## src/rtl/expr_result_unpacker.sv

```systemverilog
// Reassembles the 90-bit expression result vector from an MSB-first beat stream and
// splits it into 18 extended fields. Optional beat parity checking: EXPR_UNPACK_PARITY_EN.
module expr_result_unpacker #(
   parameter int DW = 8
) (
   input  logic          clk,
   input  logic          rst_n,
   input  logic          in_valid,
   output logic          in_ready,
   input  logic [DW-1:0] in_data,
   input  logic          in_last,
   input  logic          in_par,
   output logic          out_valid,
   input  logic          out_ready,
   output logic [89:0]   out_raw,
   output logic [143:0]  out_ext,
   output logic          frame_err,
   output logic [15:0]   frame_cnt
);

   localparam int BEATS = (90 + DW - 1) / DW;
   localparam int AW    = BEATS * DW;
   localparam int CW    = $clog2(BEATS);

   typedef enum logic {COLLECT = 1'b0, DROP = 1'b1} state_t;

   state_t             state_r;
   logic [CW-1:0]      beat_cnt_r;
   logic [AW-DW-1:0]   acc_r;
   logic               ready_en_r;
   logic               bad_r;

   logic               accept_s;
   logic               last_beat_s;
   logic               beat_bad_s;
   logic [AW-1:0]      acc_next_s;
   logic [89:0]        frame_s;
   logic               unused_pad_s;

   // Field k has width 4,5,6 repeating; triples 1, 3 and 5 (fields 3-5, 9-11, 15-17) are signed.
   function automatic logic [143:0] ext_fields(input logic [89:0] raw);
      logic [143:0] e;
      int           pos;
      int           w;
      e   = '0;
      pos = 89;
      for (int k = 0; k < 18; k++) begin
         w = 4 + (k % 3);
         for (int b = 0; b < 8; b++) begin
            if (b < w) begin
               e[136 - 8*k + b] = raw[pos - w + 1 + b];
            end else if (((k / 3) % 2) == 1) begin
               e[136 - 8*k + b] = raw[pos];
            end else begin
               e[136 - 8*k + b] = 1'b0;
            end
         end
         pos = pos - w;
      end
      return e;
   endfunction

   function automatic logic par_odd(input logic [DW-1:0] d, input logic p);
      return ^{d, p};
   endfunction

   assign in_ready    = ready_en_r && ((state_r == DROP) || !out_valid || out_ready);
   assign accept_s    = in_valid && in_ready;
   assign last_beat_s = (beat_cnt_r == CW'(BEATS - 1));
   assign acc_next_s  = {acc_r, in_data};
   assign frame_s     = acc_next_s[AW-1 -: 90];
   assign unused_pad_s = ^acc_next_s;

`ifdef EXPR_UNPACK_PARITY_EN
   assign beat_bad_s = par_odd(in_data, in_par);
`else
   logic unused_par_s;
   assign unused_par_s = par_odd(in_data, in_par);
   assign beat_bad_s   = 1'b0;
`endif

   // Beat collection FSM, output holding register and delivered-frame counter.
   always_ff @(posedge clk or negedge rst_n) begin
      if (!rst_n) begin
         state_r    <= COLLECT;
         beat_cnt_r <= '0;
         acc_r      <= '0;
         ready_en_r <= 1'b0;
         bad_r      <= 1'b0;
         out_valid  <= 1'b0;
         out_raw    <= '0;
         out_ext    <= '0;
         frame_err  <= 1'b0;
         frame_cnt  <= 16'd0;
      end else begin
         ready_en_r <= 1'b1;
         frame_err  <= 1'b0;
         if (out_valid && out_ready) begin
            out_valid <= 1'b0;
            frame_cnt <= frame_cnt + 16'd1;
         end
         if (accept_s) begin
            case (state_r)
               COLLECT: begin
                  acc_r <= acc_next_s[AW-DW-1:0];
                  if (last_beat_s) begin
                     beat_cnt_r <= '0;
                     bad_r      <= 1'b0;
                     if (!in_last) begin
                        frame_err <= 1'b1;
                        state_r   <= DROP;
                     end else if (bad_r || beat_bad_s) begin
                        frame_err <= 1'b1;
                     end else begin
                        out_valid <= 1'b1;
                        out_raw   <= frame_s;
                        out_ext   <= ext_fields(frame_s);
                     end
                  end else if (in_last) begin
                     frame_err  <= 1'b1;
                     beat_cnt_r <= '0;
                     bad_r      <= 1'b0;
                  end else begin
                     beat_cnt_r <= beat_cnt_r + CW'(1);
                     bad_r      <= bad_r | beat_bad_s;
                  end
               end
               DROP: begin
                  if (in_last) begin
                     state_r    <= COLLECT;
                     beat_cnt_r <= '0;
                  end
               end
               default: begin
                  state_r    <= COLLECT;
                  beat_cnt_r <= '0;
               end
            endcase
         end
      end
   end

endmodule

```

## config.mk

```make
export PLATFORM = sky130hd
export DESIGN_NAME = expr_result_unpacker
export DESIGN_NICKNAME = d
export VERILOG_FILES = /design/src/rtl/expr_result_unpacker.sv
export SDC_FILE = /design/constraint.sdc
export NUM_CORES = 1
export LEC_CHECK = 0
export ABC_AREA = 0
export ABC_CLOCK_PERIOD_IN_PS = 5900
export CORE_ASPECT_RATIO = 0.6
export CORE_MARGIN = 4
export CORE_UTILIZATION = 50
export DETAILED_ROUTE_END_ITERATION = 10
export PLACE_DENSITY = 0.84
export SLEW_MARGIN = 0
export SYNTH_ARGS = -nofsm -noshare
export SYNTH_HDL_FRONTEND = slang
export SYNTH_SLANG_ARGS = --single-unit
```

## constraint.sdc

```tcl
create_clock -name clk -period 5.9 [get_ports clk]
set_clock_uncertainty 0.1 [all_clocks]
set_input_delay 1.18 -clock clk [delete_from_list [all_inputs] [get_ports clk]]
set_output_delay 1.18 -clock clk [all_outputs]
set_load 0.01 [all_outputs]
```

[Word-level counts from Yosys, hierarchy flattened]
Cells that the tools add are included.
W data, S select, Z words.
Storage, ports and cells
  register bits after elaboration: 320
  output and inout port bits: 253
  word-level logic and storage cells: 48
Operators by class
  muxes and demuxes: 21
  reductions and logical operators: 11
  bitwise gates (word level): 2
  add/subtract/negate cells: 2
  equality and inequality tests: 2
Operators with widths (count)
  $add A16 B1 Y16 const B: 1
  $mux W1: 16
  $mux W4: 3
  $pmux W4 S2: 1
  $reduce_and A5 Y1: 1
  $add A4 B1 Y4 const B: 1
  $eq A4 B4 Y1 const B: 1
  $reduce_and A2 Y1: 2
  $logic_and A1 B1 Y1: 3
  $reduce_and A3 Y1: 1
  $logic_or A1 B1 Y1: 2
  $ne A2 B2 Y1 const B: 1
  $not A1 Y1: 2
  $pmux W1 S2: 1
  $reduce_bool A2 Y1: 1
  $logic_not A1 Y1: 1

[Depth between registers and ports, before layout]
  word-level depth: 7
  gate-level depth with buffers: 6
  depth with buffers taken out: 5

[Worst setup path before layout]
OpenSTA, ideal clock, no wires.
  path type: in2out
  start point: input out_ready
  end point: output in_ready
  buffers on the path: 0
  arrival time: 1.512 ns
  slack: 3.108 ns
  data required time: 4.620 ns
  stages on the path: 2
  cell sequence: nand2b_1 o21a_1
Between the ends
  word-level cells in the longest chain between the ends: 2
Ends and longest elaborated chain
  from (decl): RTL line 14  | input logic out_ready,
  $logic_or A1 B1 Y1: RTL line 67  | assign in_ready = ready_en_r && ((state_r == DROP) || !out_valid || out_ready);
  $logic_and A1 B1 Y1: RTL line 67
  to (decl): RTL line 9  | output logic in_ready,
Every way passes these cells.

[Worst setup path in the final report]
Ends and elaborated chain as after synthesis.

==> qor.yml <==
drv_slew: 0
cts_setup_buffers: 0
synth_area_leader_cell: "dfrtp_1"
number_of_h_tree_levels: 1
globalplace.congestion: 0.788
synth_cell_type_count: 35
number_of_register_bits_inferred_by_synthesis: 202
timing.hold.worst.class: "register to register"
report.final.setup_viol: 0
clock-root-buffer: "clkbuf_16"
rsz0062_at_grt: "no"
post_dp_hpwl_um: 13100
grt_first_pass_wirelength_um: 29200
critical_path.top_delay_family: "buffers and inverters"
total_power_density_per_cell_area_nw_per_um2: 306
cp_cell_sequence: "clkdlybuf4s50_1 > nand2b_1 > o21a_1 > clkdlybuf4s50_1"
crit_path_start_kind: "primary input"
timing.critical_path.slowest_cell_delay_ns: 0.58
syn_area_per_cell_um2: 14.9
initial_core_util: 0.510
worstSkewPairLatency_ns: 0.47
final_min_period_over_clock_period: 0.661
final_nets: 763
cts_inserted_buffers: 20
floorplan.die_area_um2: 20700
via_count_of_the_first_global_routing_pass: 5196
power_frac_comb: 0.098
p_switching_uw: 855
cts.sinks: 202
antenna_left: 0
fin_area_um2: 11400
fin_crit_ns: 3.90
io_buffers: 238
clockBufferDepth: 3
number_of_top_level_pins: 267
wirelength_um: 18400
worst_path_max_delay_cell: "clkdlybuf4s50_1"
fmax_mhz: 256
postPlaceCellArea_um2: 10700
synth_edf_count: 0
cp-end-kind: "output port"
finalHoldViolations: 0
finalHoldWorstSlack_ns: 0.371
netlist_instances: 619
final_layout_fill_cell_count: 1316
async_reset_ff_frac: 1.00
worstPathRequired_ns: 4.62
synth_flop_type: "dfrtp_1"
outcome: "finished, final reports clean"
report.power.total_mw: 3.49
first_iter_violations: 228
tightest_slew_ns: 0.922
remaining_drc_errors: 0
number_of_antenna_violations_at_the_first_check_in_global_routing: 0
netlist_area_um2: 9210
area_overhead_of_the_layout_relative_to_synthesis_pct: 23.8
worst-path-max-fanout: 4
first_pass_iters: 4
internal_power_mw: 2.63
vias_per_cell: 4.93
path_class: "primary input to output port"
cap_viol_max_count: 0
part_of_the_total_power_dissipated_in_the_clock_network: 0.364
synth.top_cells.by_area: "dfrtp_1 55%, mux2_4 15%, buf_4 12%"
finalSetupTns_ns: 0
post_cts_resize_count: 0
route.detailed.wl_per_inst_um: 18.4
rows: 38
die_y_um: 113
synth.top_cell.area_share: 0.549
cpMostUsedCell: "clkdlybuf4s50_1"
synth-seq-area-share: 0.549
floorplan.die.width_um: 183
yosys_warnings: 0
core_area_um2: 18100
cts_tree: "done"
grt_max_degree: 119
fraction_of_final_layout_cells_sized_beyond_drive_strength_1: 0.289
timing.slew.headroom: 0.385
seq_power_share: 0.538
gr-usage-all-layers: 0.173
globalRouteOverflowTotal: 0
crit_buf_inv: 2
peakVddDrop_v: 0.000157
path_clk_slew_ns: 0.06
hold_buffers: 0
leakage_power_nw: 5.04
worst_ep_arrival_time_ns: 2.62
switching_share: 0.245
vias: 4937
-- kinds of logic (layout without fill, tap and decap cells) --
| logic type | count (synthesis) | count (layout) | synth area share |
|---|---|---|---|
| DFF | 202 | 202 | 0.549 |
| adders and majority gates | 2 | 2 | 0.00272 |
| other | 2 | 29 | 0.000815 |
| and+or+nand+nor | 44 | 44 | 0.0263 |
| AOI/OAI and AO/OA | 8 | 8 | 0.00652 |
| muxes | 179 | 179 | 0.255 |
| xor gates and xnor gates | 17 | 17 | 0.0162 |
| buffers and inverters | 165 | 280 | 0.144 |
-- final timing paths --
check | start | end | slack, ns | cells past startpoint
min reg2reg | frame_cnt[15] | frame_cnt[15] | 0.37 | 1
max in group asynchronous | rst_n | out_raw[41] | 3.94 | 2
min in group asynchronous | rst_n | frame_cnt[4] | 0.62 | 1
min | frame_cnt[15] | frame_cnt[15] | 0.37 | 1
max | out_ready | in_ready | 2.00 | 4
max reg2reg | out_valid | out_raw[60] | 3.31 | 5
-- per-layer routing --
metal | up-vias | track usage | wire [µm]
met1 | 2557 | 0.252 | 8450
met5 | - | 0 | 0
met2 | 163 | 0.276 | 8630
met4 | 0 | 0.0278 | 264
li1 | 2193 | - | -
met3 | 24 | 0.0344 | 1060
-- flip-flops by register name (all words and copies together) (netlist names) --
| register | flops |
|---|---|
| frame_cnt | 16 |
| out_valid | 1 |
| ready_en_r | 1 |
| acc_r | 88 |
| frame_err | 1 |
| out_ext | 1 |
| beat_cnt_r | 4 |
| state_r | 1 |
| out_raw | 89 |
-- power by group through the flow --
stage          registers, mW  clock network [mW]  logic, mW
3_5_place_dp            1.90                   0      0.346
2_1_floorplan           1.79                   0      0.286
4_1_cts                 1.88                1.30      0.350
6_report                1.87                1.27      0.342
5_1_grt                 1.91                1.37      0.380
3_3_place_gp            1.88                   0      0.325
-- worst register-to-register path: cells and delay by family (launching register included) --
kind / cells / cell delay (ns)
buffers and inverters: 1 / 0.71
multiplexers: 1 / 0.47
AND/OR/NAND/NOR: 3 / 0.77
flip-flops: 1 / 0.43
-- synth_stat cells, types with 2 or more instances --
| library cell | instances |
|---|---|
| dfrtp_1 | 202 |
| buf_4 | 144 |
| mux2_2 | 90 |
| mux2_4 | 89 |
| nand2_1 | 11 |
| xnor2_1 | 11 |
| buf_12 | 9 |
| buf_2 | 9 |
| nand3_1 | 7 |
| xor2_1 | 6 |
| nor2_1 | 5 |
| nand4_1 | 3 |
| nor3_1 | 3 |
| a22o_1 | 2 |
| conb_1 | 2 |
| ha_1 | 2 |
| inv_1 | 2 |
| nand2b_1 | 2 |
| nor3_2 | 2 |
| nor4_1 | 2 |
| o21ai_0 | 2 |
-- cells in the final DEF, fill, tap and decap left out, types with 2 or more instances in the layout --
cell / n
dfrtp_1: 202
clkbuf_8: 3
nor2_1: 5
nand4_1: 3
nand3_1: 7
inv_1: 2
clkbuf_1: 4
clkinv_2: 5
nand2_1: 11
o21ai_0: 2
clkdlybuf4s50_1: 237
mux2_4: 89
bufinv_16: 2
clkbuf_16: 21
nor3_1: 3
mux2_2: 90
buf_4: 4
conb_1: 28
ha_1: 2
nor3_4: 2
a22o_1: 2
xnor2_1: 11
nor4_1: 2
xor2_1: 6
nand2b_1: 2
-- stage by stage --
stage / std cells / setup WS, ns / utilization
after global placement: 965 / 2.07 / 0.595
after floorplan: 645 / 3.11 / -
after CTS: 1000 / 1.99 / 0.631
after global routing: 1000 / 1.96 / 0.631
after detailed placement: 965 / 2.00 / 0.595
final: 1001 / 2.00 / 0.631
-- layout make-up --
| cell class | instances | area [µm²] | share of cell area |
|---|---|---|---|
| antenna | 1 | 2.50 | 0.000219 |
| clock inverter | 8 | 93.8 | 0.00823 |
| sequential | 202 | 5050 | 0.443 |
| multi-input combinational | 278 | 2940 | 0.258 |
| timing repair buffer | 243 | 2440 | 0.214 |
| tap | 240 | 300 | 0.0263 |
| inverter | 2 | 7.51 | 0.000658 |
| clock buffer | 27 | 568 | 0.0498 |
Power figures use the tool's default switching activity.
